File: config.mk
export PLATFORM = sky130hd
export DESIGN_NAME = axi4_lite_req_arbiter
export DESIGN_NICKNAME = d
export VERILOG_FILES = /design/src/rtl/axi4_lite_arb_pkg.sv /design/src/rtl/axi4_lite_rr_picker.sv /design/src/rtl/axi4_lite_req_arbiter.sv
export SDC_FILE = /design/constraint.sdc
export NUM_CORES = 1
export LEC_CHECK = 0
export BUFFER_PORTS_ARGS = -buffer_cell sky130_fd_sc_hd__buf_2
export CAP_MARGIN = 0
export CORE_AREA = 2 2 159 161
export CTS_BUF_LIST = sky130_fd_sc_hd__clkbuf_4 sky130_fd_sc_hd__clkbuf_8
export DETAILED_ROUTE_END_ITERATION = 7
export DIE_AREA = 0 0 161 163
export SYNTH_ARGS = -nofsm -noshare
export SYNTH_HDL_FRONTEND = slang
export SYNTH_HIERARCHICAL = 1
export SYNTH_SLANG_ARGS = --single-unit
File: constraint.sdc
create_clock -name ACLK -period 3.6 [get_ports ACLK]
set_input_delay 0.36 -clock ACLK [delete_from_list [all_inputs] [get_ports ACLK]]
set_output_delay 0.36 -clock ACLK [all_outputs]
set_load 0.005 [all_outputs]
File: src/rtl/axi4_lite_arb_pkg.sv
// Shared types and constants for the AXI4-Lite requester arbiter.
// Latency: none (types and constants only).
// Backpressure: not applicable.
// Contents: arb_state_t FSM encoding and the AXI response codes used by the arbiter.
package axi4_lite_arb_pkg;

  typedef enum logic [1:0] {
    IDLE  = 2'd0,
    ISSUE = 2'd1,
    WAIT  = 2'd2,
    RESP  = 2'd3
  } arb_state_t;

  localparam logic [1:0] RESP_OKAY   = 2'b00;
  localparam logic [1:0] RESP_SLVERR = 2'b10;

endpackage

File: src/rtl/axi4_lite_rr_picker.sv
// Combinational requester picker: one-hot winner from a request vector.
// Latency: 0 cycles (pure combinational).
// Backpressure: none; the caller decides when the winner is used.
// Ports: req (request vector), ptr (last-served index), winner (one-hot, 0 when no req).
// Build option AXIL_ARB_FIXED_PRIO_EN: fixed priority (lowest index wins), ptr ignored.
module axi4_lite_rr_picker #(
  parameter int NUM_REQ = 4,
  parameter int PTR_W   = $clog2(NUM_REQ)
) (
  input  logic [NUM_REQ-1:0] req,
  input  logic [PTR_W-1:0]   ptr,
  output logic [NUM_REQ-1:0] winner
);

`ifdef AXIL_ARB_FIXED_PRIO_EN
  // Pointer has no meaning here; fold it into a sink so it is visibly intentional.
  logic unused_ptr;
  assign unused_ptr = ^ptr;

  // Walk from the top down so the lowest set index is the last one written.
  always_comb begin
    winner = '0;
    for (int i = NUM_REQ - 1; i >= 0; i--) begin
      if (req[i]) begin
        winner    = '0;
        winner[i] = 1'b1;
      end
    end
  end
`else
  logic found;

  // Search order is ptr+1, ptr+2, ... wrapping; the first requester hit wins.
  always_comb begin
    winner = '0;
    found  = 1'b0;
    for (int k = 1; k <= NUM_REQ; k++) begin
      for (int i = 0; i < NUM_REQ; i++) begin
        if (!found && req[i] && (i == ((int'(ptr) + k) % NUM_REQ))) begin
          winner[i] = 1'b1;
          found     = 1'b1;
        end
      end
    end
  end
`endif

endmodule

File: src/rtl/axi4_lite_req_arbiter.sv
// Shares one AXI4-Lite master between NUM_REQ requesters, one transaction at a time.
// Latency: grant 1 cycle after req in IDLE, start pulse with grant, done 1 cycle after R/B handshake.
// Backpressure: requesters hold req until done; the master is never restarted before completion.
// Ports: ACLK/ARESET (async, active-high); req/req_we/req_addr/req_wdata in; gnt/done/rsp_* out;
//        START_READ/START_WRITE/address/W_data to master; M_R*/M_B* are bus monitor taps.
// Build option AXIL_ARB_FIXED_PRIO_EN: fixed priority instead of round-robin (no pointer register).
module axi4_lite_req_arbiter
  import axi4_lite_arb_pkg::*;
#(
  parameter int NUM_REQ       = 4,
  parameter int ADDRESS_WIDTH = 32,
  parameter int DATA_WIDTH    = 32
) (
  input  logic                          ACLK,
  input  logic                          ARESET,
  input  logic [NUM_REQ-1:0]            req,
  input  logic [NUM_REQ-1:0]            req_we,
  input  logic [NUM_REQ*ADDRESS_WIDTH-1:0] req_addr,
  input  logic [NUM_REQ*DATA_WIDTH-1:0] req_wdata,
  output logic [NUM_REQ-1:0]            gnt,
  output logic [NUM_REQ-1:0]            done,
  output logic [DATA_WIDTH-1:0]         rsp_rdata,
  output logic [1:0]                    rsp_resp,
  output logic                          START_READ,
  output logic                          START_WRITE,
  output logic [ADDRESS_WIDTH-1:0]      address,
  output logic [DATA_WIDTH-1:0]         W_data,
  input  logic                          M_RVALID,
  input  logic                          M_RREADY,
  input  logic                          M_BVALID,
  input  logic                          M_BREADY,
  input  logic [DATA_WIDTH-1:0]         M_RDATA,
  input  logic [1:0]                    M_RRESP,
  input  logic [1:0]                    M_BRESP
);

  localparam int PTR_W = $clog2(NUM_REQ);

  arb_state_t               state;
  logic                     cmd_we;
  logic [NUM_REQ-1:0]       pick;
  logic [ADDRESS_WIDTH-1:0] sel_addr;
  logic [DATA_WIDTH-1:0]    sel_wdata;
  logic                     sel_we;
  logic [PTR_W-1:0]         ptr;

`ifdef AXIL_ARB_FIXED_PRIO_EN
  assign ptr = '0;
`else
  logic [PTR_W-1:0]         pick_idx;
  logic [PTR_W-1:0]         win_idx;

  always_comb begin
    pick_idx = '0;
    for (int i = 0; i < NUM_REQ; i++) begin
      if (pick[i]) pick_idx = PTR_W'(i);
    end
  end
`endif

  axi4_lite_rr_picker #(
    .NUM_REQ (NUM_REQ),
    .PTR_W   (PTR_W)
  ) u_picker (
    .req    (req),
    .ptr    (ptr),
    .winner (pick)
  );

  // One-hot mux of the winning requester's command.
  always_comb begin
    sel_addr  = '0;
    sel_wdata = '0;
    sel_we    = 1'b0;
    for (int i = 0; i < NUM_REQ; i++) begin
      if (pick[i]) begin
        sel_addr  = req_addr[i*ADDRESS_WIDTH +: ADDRESS_WIDTH];
        sel_wdata = req_wdata[i*DATA_WIDTH +: DATA_WIDTH];
        sel_we    = req_we[i];
      end
    end
  end

  always_ff @(posedge ACLK or posedge ARESET) begin
    if (ARESET) begin
      state       <= IDLE;
      cmd_we      <= 1'b0;
      gnt         <= '0;
      done        <= '0;
      rsp_rdata   <= '0;
      rsp_resp    <= RESP_OKAY;
      START_READ  <= 1'b0;
      START_WRITE <= 1'b0;
      address     <= '0;
      W_data      <= '0;
`ifdef AXIL_ARB_FIXED_PRIO_EN
`else
      // Pointing at the last requester makes requester 0 the first winner.
      ptr         <= PTR_W'(NUM_REQ - 1);
      win_idx     <= '0;
`endif
    end else begin
      case (state)
        IDLE: begin
          if (|req) begin
            gnt         <= pick;
            cmd_we      <= sel_we;
            address     <= sel_addr;
            W_data      <= sel_wdata;
            // Start is registered with the grant so it is high exactly for the ISSUE cycle.
            START_WRITE <= sel_we;
            START_READ  <= ~sel_we;
`ifdef AXIL_ARB_FIXED_PRIO_EN
`else
            win_idx     <= pick_idx;
`endif
            state       <= ISSUE;
          end
        end
        ISSUE: begin
          START_WRITE <= 1'b0;
          START_READ  <= 1'b0;
          state       <= WAIT;
        end
        WAIT: begin
          // Only the handshake matching the latched command type completes it.
          if (!cmd_we && M_RVALID && M_RREADY) begin
            rsp_rdata <= M_RDATA;
            rsp_resp  <= M_RRESP;
            done      <= gnt;
            state     <= RESP;
          end else if (cmd_we && M_BVALID && M_BREADY) begin
            rsp_rdata <= '0;
            rsp_resp  <= M_BRESP;
            done      <= gnt;
            state     <= RESP;
          end
        end
        RESP: begin
          done      <= '0;
          gnt       <= '0;
          cmd_we    <= 1'b0;
          address   <= '0;
          W_data    <= '0;
          rsp_rdata <= '0;
          rsp_resp  <= RESP_OKAY;
`ifdef AXIL_ARB_FIXED_PRIO_EN
`else
          ptr       <= win_idx;
`endif
          state     <= IDLE;
        end
        default: state <= IDLE;
      endcase
    end
  end

endmodule

==> impl_metrics.json <==
{
  "status": "completed",
  "end_kind": "register",
  "final_core_util_pct": 35.18,
  "most-common-layout-cells": "413 x buf_2, 113 x dfrtp_1, 71 x nand2_1",
  "crit_path_start_kind": "register",
  "drt-wirelength-per-cell_um": 18.55,
  "synth_top_cell_area_share_pct": 47.93,
  "r2r-end": "W_data[13]$_DFFE_PP0P_",
  "rsz0062_at_grt": "false",
  "synth_xor_area_share_pct": 0,
  "postSynthAreaPerCell_um2": 10.80,
  "synth_flop_cell": "dfrtp_1",
  "synth.largest_area_cell": "dfrtp_1",
  "netlist_instances": 546,
  "asyncSetResetFlopFracSynth_pct": 100.0,
  "synthMuxAreaShare_pct": 1.103,
  "final_common_cell": "buf_2",
  "postRouteAntennaNets": 0,
  "cp_max_fo": 38,
  "clock_sinks": 115,
  "gp_congestion": 0.8104,
  "htree_levels": 4,
  "dpl_cell_area_mm2": 0.008275,
  "synth_fa_ha_area_share_pct": 0.8484,
  "finalCritPeriodShare_pct": 68.52,
  "via_per_inst": 4.928,
  "fin_crit_ns": 2.467,
  "first_global_vias": 6170,
  "grt_usage_pct": 17.46,
  "row_count": 58,
  "timing.hold.ws_ns": 0.06303,
  "die_w_um": 161,
  "hold_violations": 0,
  "die_h_um": 163,
  "pre_cts_ws_ns": 1.080,
  "synth.area.top_cells": "dfrtp_1 48%, a221oi_1 9.5%, o2bb2ai_1 9.4%",
  "finalWirelength_mm": 23.79,
  "dp_hpwl_mm": 17.62,
  "finalWorstSetupSlack_ns": 1.133,
  "synth_compound_area_share_pct": 36.61,
  "synth_edf_count": 0,
  "drive_above_1_share_pct": 52.16,
  "drt_iter0_drc": 444,
  "setup_tns_ns": 0,
  "setup_violations": 0,
  "cts_buffers": 17,
  "fin_skew_ns": 0.01507,
  "synthSimpleGateAreaFrac_pct": 7.338,
  "cp.required_ns": 3.95,
  "path_class": "register to register",
  "synth_top_family_by_area": "compound AO/OA/AOI/OAI gates",
  "max_cap_violations": 0,
  "fin_cells": 1282,
  "antenna_found_initial": 6,
  "drv_slew": 0,
  "fin_nets": 1244,
  "synth_nets": 856,
  "synth-seq-cells": 115,
  "slew_headroom_pct": 29.42,
  "overflow": 0,
  "fp.dieArea_mm2": 0.02624,
  "area_growth_pct": 47.13,
  "clockBufferDepth": 2,
  "clock_latency_ns": 0.43,
  "ctsRootBufferMaster": "clkbuf_8",
  "ff2ff_setup_slack_ns": 1.13,
  "num_vias": 6318,
  "p_leak_nw": 4.182,
  "path_clk_slew_ns": 0.08,
  "fmax_ghz": 0.4054,
  "design_area_mm2": 0.008680,
  "cts_setup_buffers": 0,
  "yosysSeqAreaShare_pct": 48.82,
  "dp_cells": 1245,
  "initial_utilization_pct": 23.91,
  "holdCritPathClass": "input pin to async pin",
  "yosysWarnings": 6,
  "postCtsResizedCells": 0,
  "ir_drop_mv": 0.4592,
  "synthDistinctLibCells": 43,
  "grt_max_degree": 75,
  "core_mm2": 0.02467,
  "rr_worst_depth": 4,
  "power_mw": 6.403,
  "pwr_density_cell_mw_per_mm2": 737.7,
  "cts_tree": "done",
  "num_io_pins": 414,
  "worstReg2RegStart": "state[0]$_DFFE_PP0P_",
  "hold_buffers": 0,
  "io_buffers": 413,
  "grt_pass1_wl_mm": 35.29,
  "drc_errors": 0,
  "drtPass1Iterations": 5,
  "synth_area_mm2": 0.005899,
  "worstMarginPinSlew_ns": 1.055,
  "cp.arrival_ns": 2.82
}
-- cell families after synthesis --
group	count (synthesis)
mux	6
buf+inv	67
fa+ha+maj	4
flops	115
compound gates	256
simple gates	98
-- registers in the layout, summed over array words and instances (netlist names) --
register / cells
W_data: 32
rsp_resp: 2
START_READ: 1
START_WRITE: 1
rsp_rdata: 32
state: 2
ptr: 2
win_idx: 2
gnt: 4
address: 32
cmd_we: 1
done: 4
-- Yosys cell counts, types with 3 or more instances --
library cell and n:
a21oi_1 3, a221oi_1 64, a22o_1 8, buf_2 24
buf_6 3, clkbuf_1 31, dfrtp_1 113, ha_1 4
inv_1 6, mux2_2 4, nand2_1 71, nand2b_1 5
nor2_1 11, o21ai_0 39, o21ai_1 4, o221ai_1 53
o221ai_2 10, o2bb2ai_1 63
-- cell type report --
type	instances	area, um^2
Fill cell	2568	15990
Antenna cell	5	12.51
Clock buffer	17	234.0
Tap cell	330	412.9
Timing Repair Buffer	429	2225
Inverter	7	28.78
Multi-Input combinational cell	364	2729
Clock inverter	15	157.7
Sequential cell	115	2880
-- worst max-delay path, stage by stage, from the launching register on --
cell,delay [ns]
dfrtp_1,0.41
ha_1,0.39
o21ai_4,0.89
buf_4,0.50
o2bb2ai_1,0.17
-- layer usage --
| metal | routed length [um] | up-vias | GRT usage, % |
|---|---|---|---|
| li1 | - | 2994 | - |
| met1 | 9746 | 3002 | 21.05 |
| met2 | 11850 | 282 | 30.22 |
| met3 | 1603 | 38 | 4.660 |
| met4 | 569 | 2 | 5.925 |
| met5 | 14 | - | 0 |
-- how the worst max path moves through the flow --
stage | start | cells past startpoint | endpoint
after floorplan | ARESET | 1 | START_READ$_DFFE_PP0P_
final | state[0]$_DFFE_PP0P_ | 4 | W_data[13]$_DFFE_PP0P_
after global routing | state[0]$_DFFE_PP0P_ | 4 | W_data[18]$_DFFE_PP0P_
after CTS | state[0]$_DFFE_PP0P_ | 4 | W_data[20]$_DFFE_PP0P_
after detailed placement | state[0]$_DFFE_PP0P_ | 4 | address[31]$_DFFE_PP0P_
after global placement | state[0]$_DFFE_PP0P_ | 4 | W_data[1]$_DFFE_PP0P_
-- where the power goes --
part | switching (mW) | internal [mW]
logic | 1.84 | 1.29
clock network | 0.604 | 0.620
registers | 0.275 | 1.77
total | 2.72 | 3.68
Power figures use the tool's default switching activity.
